<file path="config.mk">
export PLATFORM = sky130hd
export DESIGN_NAME = mem_arbiter
export DESIGN_NICKNAME = d
export VERILOG_FILES = /design/src/rtl/mem_arbiter.sv
export SDC_FILE = /design/constraint.sdc
export NUM_CORES = 1
export LEC_CHECK = 0
export CAP_MARGIN = 20
export CORE_MARGIN = 4
export CORE_UTILIZATION = 42
export CTS_BUF_LIST = sky130_fd_sc_hd__clkbuf_16
export CTS_CLUSTER_DIAMETER = 60
export CTS_CLUSTER_SIZE = 40
export DETAILED_ROUTE_END_ITERATION = 6
export PLACE_DENSITY = 0.81
export REMOVE_ABC_BUFFERS = 1
export SETUP_SLACK_MARGIN = 0.05
export SLEW_MARGIN = 20
export SYNTH_ARGS = -nofsm -noshare
export SYNTH_HDL_FRONTEND = slang
export SYNTH_SLANG_ARGS = --single-unit
</file>
<file path="constraint.sdc">
create_clock -name CLK -period 2.7 [get_ports CLK]
set_input_delay 0.54 -clock CLK [delete_from_list [all_inputs] [get_ports CLK]]
set_output_delay 0.54 -clock CLK [all_outputs]
set_load 0.005 [all_outputs]
</file>
<file path="src/rtl/mem_arbiter.sv">
// Two-port (CPU / loader) round-robin arbiter in front of a single-port RAM.
// Each transaction is IDLE -> ACCESS (WAIT_CYCLES) -> DONE (one READY pulse).
module mem_arbiter #(
    parameter int WAIT_CYCLES = 2
) (
    input  logic        CLK,
    input  logic        RST,
    input  logic        CPU_CS,
    input  logic        CPU_WE,
    input  logic [15:0] CPU_ADDR,
    input  logic [15:0] CPU_DIN,
    output logic [15:0] CPU_DOUT,
    output logic        CPU_READY,
    input  logic        LDR_CS,
    input  logic        LDR_WE,
    input  logic [15:0] LDR_ADDR,
    input  logic [15:0] LDR_DIN,
    output logic [15:0] LDR_DOUT,
    output logic        LDR_READY,
    output logic        MEM_EN,
    output logic        MEM_WE,
    output logic [15:0] MEM_ADDR,
    output logic [15:0] MEM_DIN,
    input  logic [15:0] MEM_DOUT,
    output logic        BUSY
);

    typedef enum logic [1:0] {
        IDLE,
        ACCESS,
        DONE
    } state_t;

    localparam logic [3:0] LAST = 4'(WAIT_CYCLES - 1);

    state_t      state;
    logic [3:0]  cnt;
    logic        last_ldr;
    logic        gnt_ldr;
    logic        we_q;
    logic        pick_ldr;

    // Loader wins when alone, or on a tie when the CPU was granted last.
    always_comb begin
        pick_ldr = LDR_CS && (!CPU_CS || !last_ldr);
    end

    // Arbitration FSM with registered memory-side and handshake outputs.
    always_ff @(posedge CLK or posedge RST) begin
        if (RST) begin
            state     <= IDLE;
            cnt       <= 4'd0;
            last_ldr  <= 1'b1;
            gnt_ldr   <= 1'b0;
            we_q      <= 1'b0;
            MEM_EN    <= 1'b0;
            MEM_WE    <= 1'b0;
            MEM_ADDR  <= 16'h0000;
            MEM_DIN   <= 16'h0000;
            CPU_DOUT  <= 16'h0000;
            LDR_DOUT  <= 16'h0000;
            CPU_READY <= 1'b0;
            LDR_READY <= 1'b0;
            BUSY      <= 1'b0;
        end else begin
            MEM_WE    <= 1'b0;
            CPU_READY <= 1'b0;
            LDR_READY <= 1'b0;
            unique case (state)
                IDLE: begin
                    if (CPU_CS || LDR_CS) begin
                        gnt_ldr  <= pick_ldr;
                        last_ldr <= pick_ldr;
                        we_q     <= pick_ldr ? LDR_WE : CPU_WE;
                        MEM_WE   <= pick_ldr ? LDR_WE : CPU_WE;
                        MEM_ADDR <= pick_ldr ? LDR_ADDR : CPU_ADDR;
                        MEM_DIN  <= pick_ldr ? LDR_DIN : CPU_DIN;
                        MEM_EN   <= 1'b1;
                        cnt      <= 4'd0;
                        BUSY     <= 1'b1;
                        state    <= ACCESS;
                    end
                end
                ACCESS: begin
                    if (cnt == LAST) begin
                        MEM_EN <= 1'b0;
                        state  <= DONE;
                        if (!we_q) begin
                            if (gnt_ldr) LDR_DOUT <= MEM_DOUT;
                            else         CPU_DOUT <= MEM_DOUT;
                        end
                        if (gnt_ldr) LDR_READY <= 1'b1;
                        else         CPU_READY <= 1'b1;
                    end else begin
                        cnt <= cnt + 4'd1;
                    end
                end
                DONE: begin
                    BUSY  <= 1'b0;
                    state <= IDLE;
                end
                default: begin
                    state <= IDLE;
                end
            endcase
        end
    end

endmodule

</file>
-- Word level (Yosys, flattened, before mapping)
Index checks and enable logic that the tools add are counted.
- input bits: 86
- logic and storage cells: 59
- flip-flop bits (word level): 78
- output and inout port bits: 69
- eq/ne operators: 6
- multiplexer cells: 21
- bitwise operators: 2
- reduce and logical (&&, ||, !) cells: 15
- add/subtract/negate cells: 1
- operator list (operator ; count):
    $mux 16 ; 2
    $mux 1 ; 11
    $mux 4 ; 2
    $pmux 4 s2 ; 1
    $reduce_and 4->1 ; 2
    $ne 2x2->1 const B ; 3
    $reduce_and 2->1 ; 3
    $reduce_and 3->1 ; 2
    $add 4x1->4 const B ; 1
    $eq 4x1->1 const B ; 1
    $mux 2 ; 2
    $pmux 1 s2 ; 2
    $pmux 2 s2 ; 1
    $reduce_bool 2->1 ; 2
    $eq 2x1->1 const B ; 1
    $eq 2x2->1 const B ; 1
    $logic_not 1->1 ; 2
    $logic_not 2->1 ; 1
    $logic_or 1x1->1 ; 2
    $not 1->1 ; 2
    $logic_and 1x1->1 ; 1

-- Depth between registers and ports, before layout
Gate-level depths: netlist of the first run.
- depth in word-level cells: 6
- depth in mapped cells: 7
- mapped depth without buffers: 5

-- Least setup slack after synthesis of the first run
OpenSTA, ideal clock, no wires.
- path type: register to register
- start point: register cnt[1]
- end point: register CPU_DOUT[0]
- data arrival time: 1989 ps
- clock period less this slack: 2114 ps
- buffers on the path: 2
- setup slack: 586 ps
- setup time: 125 ps
- data required time: 2575 ps
- stages on the path, launching flop included: 8
- cells stage by stage: dfrtp_1 > inv_1 > ha_1 > or3b_4 > or4_4 > buf_6 > buf_12 > mux2_4
- word-level cells in the longest chain between the ends: 2
- RTL lines (item ; line ; RTL):
    from (decl) ; 37 ; logic [3:0] cnt;
    from (signal assigned) ; 95 ; cnt <= cnt + 4'd1;
    $eq 4x1->1 ; 85 ; if (cnt == LAST) begin
    $reduce_and 4->1 (no line) ; - ;
    to (signal assigned) ; 60 ; CPU_DOUT <= 16'h0000;
    to (signal assigned) ; 90 ; else CPU_DOUT <= MEM_DOUT;
    to (decl) ; 12 ; output logic [15:0] CPU_DOUT,
No other way between the ends.
A chain may end at the register's enable or synchronous reset.

-- Worst setup path in the final report of the first run
- start point: register cnt[1]
- end point: register CPU_DOUT[13]
The elaborated chain is that of the path after synthesis.

==> impl_metrics.toml, run 1 <==
[outcome]
status = "complete, no violations"

[clock_tree]
htree_levels = 3
cts_tree = "done"
cts_buffer_depth = 2
postCtsSetupBuffers = 0
insertion_delay_ns = 0.33
postCtsResizedCells = 0
holdBufCountCts = 0
cts_buffers = 9
cts_sinks = 78
path_clk_slew_ns = 0.06
clock-root-buffer = "clkbuf_16"

[timing]
period_needed_ns = 2.15
rsz0062_at_grt = "false"
fin_crit_sh_pct = 79.7
fmaxAchievable_mhz = 465
hold_violations = 0
finClkSkew_ns = 0.00581
slew_headroom_pct = 66.7
fin_ws_ns = 0.548
finalSetupViolations = 0
finalMaxSlewViolations = 0
worst-slew-pin-transition_ns = 0.498

[worst_hold_path]
hold_end = "MEM_EN$_DFFE_PP0P_"
hp-start = "MEM_EN$_DFFE_PP0P_"
min_path_cells = 1
min_path_type = "reg -> reg"

[critical_path]
crit_arrival_ns = 2.36
timing.rr.start = "cnt[1]$_DFFE_PP0P_"
critical-path-top-delay-family = "simple AND/OR/NAND/NOR gates"
cp_slowest_stage_delay_ns = 0.66
critPathMaxFanout = 16
crit_buf_inv = 1
startpoint_type = "flop"
cp-end-kind = "flop"
crit_chain = "inv_1, ha_1, or3b_4, or4_4, mux2_4"
reg2reg_depth = 5
reg2reg_to = "CPU_DOUT[13]$_DFFE_PP0P_"
crit_slowest_cell = "or4_4"
rrSetupSlack_ns = 0.55
crit_required_ns = 2.91
criticalPathCategory = "reg -> reg"

[placement]
pre_cts_slack_ns = 0.430
place_congestion = 0.758
dpl.hpwl_um = 6130
portBuffers = 154

[power_and_ir_drop]
powerDensity_mw_per_mm2 = 1090
vdd_drop_max_mv = 0.545
power_w = 0.00587
p_leak_nw = 2.25

[layout]
nFillCells = 570
nets = 476
multi_input_area_mm2 = 0.00139
synthToLayoutAreaGrowth_pct = 58.3
final_cell_mix = "clkdlybuf4s50_1 (154), mux2_2 (87), dfrtp_1 (77)"
layout_commonest_cell = "clkdlybuf4s50_1"
regArea_mm2 = 0.00195
drive_above_1_share_pct = 31.8
antenna-diode-count = 0

[yosys]
synthFlopType = "dfrtp_1"
synthMuxAreaShare_pct = 33.4
seq_area_frac_synth_pct = 57.2
synth_area_leader_cell = "dfrtp_1"
netlist_area_mm2 = 0.00341
ys_async_sr_fraction_pct = 100
synth-compound-area-share_pct = 2.71
postSynthCellCount = 228
synth_top_area_share_pct = 56.4
synth-xor-area-share_pct = 0
syn_avg_cell_area_um2 = 15.0
synth_top_family_by_area = "multiplexers"
synthTopCellsByArea = "dfrtp_1 (56%), mux2_2 (29%), mux2_4 (4.4%)"
synth_edf_count = 0
yosys_warnings = 0
synth_fa_ha_area_share_pct = 0.733
synth_cell_types = 32
synth-simple-area-share_pct = 3.44
ys_ff_latch = 78

[grt]
antenna_found_initial = 0
grt_pass1_wl_um = 13500
grt_usage_pct = 17.6
grt_max_degree = 79
grt_pass1_vias = 2658
grt_remaining_overflow = 0

[detailed_routing]
ant_nets = 0
drtIter0Drc = 31
wl_per_cell_um = 16.7
vias_per_cell = 4.89
drt_first_pass_iters = 3
routed_wl_um = 8250
routed-via-count = 2423
drc_errors = 0

[job]
maxCapViolCount = 0

[floorplan]
die_h_um = 98.2
fp-row-count = 32
initial_utilization_pct = 43.7
die_x_um = 98.2
dieArea_mm2 = 0.00964
io_pins = 155
core_area_mm2 = 0.00781
[sequential cells by signal (all words and copies together), names as in the netlist]
name       flops
LDR_READY      1
CPU_DOUT      16
MEM_EN         1
state          2
last_ldr       1
MEM_WE         1
CPU_READY      1
BUSY           1
LDR_DOUT      16
MEM_DIN       16
MEM_ADDR      16
we_q           1
gnt_ldr        1
cnt            4
[metrics by stage]
step                utilization, %  instances  hold WS, ns  TNS [ns]  instance area (um2)
global route                  69.2        495        0.518         0                 5410
global placement              65.3        479        0.475         0                 5100
finish                        69.2        495        0.496         0                 5410
floorplan                        -        219        0.459    -10.17                 3350
detailed placement            65.3        479        0.488         0                 5100
CTS                           69.2        495        0.506         0                 5410
[routing by layer]
| layer | global-route usage (%) | vias to the layer above | wire (um) | share of wire (%) |
|---|---|---|---|---|
| met2 | 31.1 | 74 | 4380 | 53 |
| met4 | 5.15 | 0 | 76 | 0.92 |
| met3 | 5.57 | 7 | 569 | 6.9 |
| li1 | - | 1144 | - | - |
| met5 | 0 | - | 0 | 0 |
| met1 | 20.5 | 1198 | 3220 | 39 |
[synthesized netlist by cell type (2+ instances only)]
master	count
o21ai_0	5
nand3_1	3
nor2_1	6
clkbuf_1	2
inv_1	6
nand2_1	2
a31oi_1	2
dfrtp_1	77
buf_2	5
ha_1	2
mux2_4	10
mux2_2	87
a21oi_1	2
[cell families (layout without fill, tap and decap cells)]
group / count (synthesis) / count (layout)
multiplexers: 98 / 98
flip-flops: 78 / 78
AND/OR/NAND/NOR: 20 / 20
AO/OA/AOI/OAI: 15 / 15
buffers and inverters: 15 / 180
adder cells (fa/ha/maj): 2 / 2
[worst max-delay path by stage]
stage / endpoint / slack, ns / depth (start not counted) / from
after CTS: CPU_DOUT[13]$_DFFE_PP0P_ / 0.54 / 5 / cnt[1]$_DFFE_PP0P_
final: CPU_DOUT[13]$_DFFE_PP0P_ / 0.55 / 5 / cnt[1]$_DFFE_PP0P_
after global placement: MEM_ADDR[10]$_DFFE_PP0P_ / 0.47 / 5 / LDR_CS
after detailed placement: MEM_ADDR[13]$_DFFE_PP0P_ / 0.43 / 5 / LDR_CS
after global routing: CPU_DOUT[13]$_DFFE_PP0P_ / 0.48 / 5 / cnt[1]$_DFFE_PP0P_
after floorplan: MEM_ADDR[0]$_DFFE_PP0P_ / -0.32 / 3 / LDR_CS
[power breakdown]
part	leakage (nW)	switching, W	internal [W]
clock network	0.143	0.000491	0.000729
logic	1.19	0.000824	0.00175
registers	0.919	0.000320	0.00176
total	2.25	0.00163	0.00423
[layout make-up]
type                    instances  area share [%]
multi-input cells             135            25.7
clock buffers                   9            4.17
well taps                     102            2.36
clock inverters                 7            1.48
flip-flops and latches         78            36.1
repair buffers                158            29.8
inverters                       6           0.417
No activity file was read; power rests on OpenSTA's default activity.
==> run 2: changes to the inputs <==
==> constraint.sdc (replaced) <==
create_clock -name CLK -period 2 [get_ports CLK]
set_input_delay 0.4 -clock CLK [delete_from_list [all_inputs] [get_ports CLK]]
set_output_delay 0.4 -clock CLK [all_outputs]
set_load 0.005 [all_outputs]
==> run 2 against run 1 <==
Effect of this change: the flow now finishes with violations (setup timing); clock skew up 0.0022 ns; utilization increased by 1.0 points; die area unchanged; clock power increased by 24%.
==> impl_metrics.toml, run 2 (synthesis results as in run 1) <==
[detailed_routing]
drc_errors = 0
wl_per_cell_um = 16.8
drtIter0Drc = 28
routed_wl_um = 8530
drt_first_pass_iters = 4
routed-via-count = 2480
vias_per_cell = 4.89
ant_nets = 0

[critical_path]
crit_slowest_cell = "or4_4"
cp_slowest_stage_delay_ns = 0.61
cp-end-kind = "flop"
startpoint_type = "flop"
crit_buf_inv = 1
crit_chain = "inv_1, ha_1, or3b_4, or4_4, mux2_4"
timing.rr.start = "cnt[1]$_DFFE_PP0P_"
crit_arrival_ns = 2.27
rrSetupSlack_ns = -0.06
crit_required_ns = 2.21
criticalPathCategory = "reg -> reg"
critPathMaxFanout = 8
crit_path_start = "cnt[1]$_DFFE_PP0P_"
critical-path-top-delay-family = "simple AND/OR/NAND/NOR gates"

[floorplan]
die_h_um = 98.2
io_pins = 155
fp-row-count = 32
core_area_mm2 = 0.00781
dieArea_mm2 = 0.00964
initial_utilization_pct = 43.7
die_x_um = 98.2

[timing]
tns_ns = -0.443
finalSetupViolations = 11
slew_headroom_pct = 71.2
fmaxAchievable_mhz = 485
fin_crit_sh_pct = 103
period_needed_ns = 2.06
hold_violations = 0
finClkSkew_ns = 0.00802
worst-slew-pin-transition_ns = 0.433
fin_hold_ws_ns = 0.454
finalMaxSlewViolations = 0
rsz0062_at_grt = "true"
fin_ws_ns = -0.0605

[grt]
grt_pass1_wl_um = 13900
grt_usage_pct = 18.1
grt_max_degree = 43
antenna_found_initial = 0
grt_remaining_overflow = 0
grt_pass1_vias = 2675

[layout]
layout_commonest_cell = "clkdlybuf4s50_1"
synthToLayoutAreaGrowth_pct = 60.6
nets = 488
nFillCells = 563
final_cell_mix = "clkdlybuf4s50_1 (154), mux2_2 (86), dfrtp_1 (77)"
multi_input_area_mm2 = 0.00141
drive_above_1_share_pct = 34.1
regArea_mm2 = 0.00195
antenna-diode-count = 0
final_util_pct = 70.3

[power_and_ir_drop]
power_w = 0.00794
p_leak_nw = 2.31
vdd_drop_max_mv = 0.731
powerDensity_mw_per_mm2 = 1450

[clock_tree]
insertion_delay_ns = 0.33
path_clk_slew_ns = 0.06
htree_levels = 3
clock-root-buffer = "clkbuf_16"
cts_buffers = 9
cts_tree = "done"
cts_buffer_depth = 2
cts_sinks = 78
holdBufCountCts = 0

[placement]
place_congestion = 0.813
dpl.hpwl_um = 6270
portBuffers = 154
pre_cts_slack_ns = -0.0788

[job]
maxCapViolCount = 0

[worst_hold_path]
min_path_type = "in -> async"

[outcome]
status = "finished, violations left"
violations = "setup timing"
## run 2: cell count changes in the layout (fill, tap and decap cells not counted), sizes merged
cell	change
bufinv	-1
buf	+11
inv	-2
or4	+1
clkinv	+4
clkinvlp	-1
## run 2: final cells by class
cell class,instances,area share (%)
clock inverter,7,1.03
multi-input combinational,136,25.7
timing repair buffer,169,30.8
tap,102,2.33
sequential,78,35.6
inverter,6,0.411
clock buffer,9,4.11
## run 2: worst paths after layout
check / end / cells past startpoint
max reg2reg: CPU_DOUT[13]$_DFFE_PP0P_ / 5
min in group CLK: MEM_EN$_DFFE_PP0P_ / 1
max: CPU_DOUT[13]$_DFFE_PP0P_ / 5
max in group asynchronous: CPU_DOUT[13]$_DFFE_PP0P_ / 3
min reg2reg: MEM_EN$_DFFE_PP0P_ / 1
min: MEM_DIN[7]$_DFFE_PP0P_ / 3
## run 2: repair_timing
action / CTS / global route
setup buffers: 0 / 0
cloned: 1 / 0
endpoints found under the setup margin: 16 / 30
resized for setup: 2 / 1
pin swaps: 0 / 0
## run 2: stage by stage
stage / cells / cell area [um2]
2_1_floorplan: 219 / 3350
3_3_place_gp: 490 / 5180
3_5_place_dp: 490 / 5180
4_1_cts: 507 / 5480
5_1_grt: 507 / 5490
6_report: 507 / 5490
## run 2: per-layer routing
| layer | track usage [%] | wire length (um) |
|---|---|---|
| met2 | 32.1 | 4520 |
| met4 | 5.36 | 96 |
| met5 | 0 | 0 |
| met3 | 5.29 | 620 |
| met1 | 21.3 | 3290 |
## run 2: worst register-to-register path, cell delays in order, from the launching register on
cell and delay, ns:
dfrtp_1 0.38, inv_1 0.06, ha_1 0.15, or3b_4 0.40
or4_4 0.61, mux2_4 0.34
## run 2: power by group
group | total, W | internal [W] | switching (W)
Clock | 0.00151 | 0.000853 | 0.000662
Sequential | 0.00280 | 0.00237 | 0.000429
Combinational | 0.00362 | 0.00246 | 0.00117
Total | 0.00794 | 0.00568 | 0.00226
==> run 3: changes to the inputs <==
--- a/config.mk
+++ b/config.mk
@@ -5,7 +5,6 @@
 export SDC_FILE = /design/constraint.sdc
 export NUM_CORES = 1
 export LEC_CHECK = 0
-export CAP_MARGIN = 20
 export CORE_MARGIN = 4
 export CORE_UTILIZATION = 42
 export CTS_BUF_LIST = sky130_fd_sc_hd__clkbuf_16
==> results of run 3 <==
Final layout, timing and power as in run 2 (identical DEF).
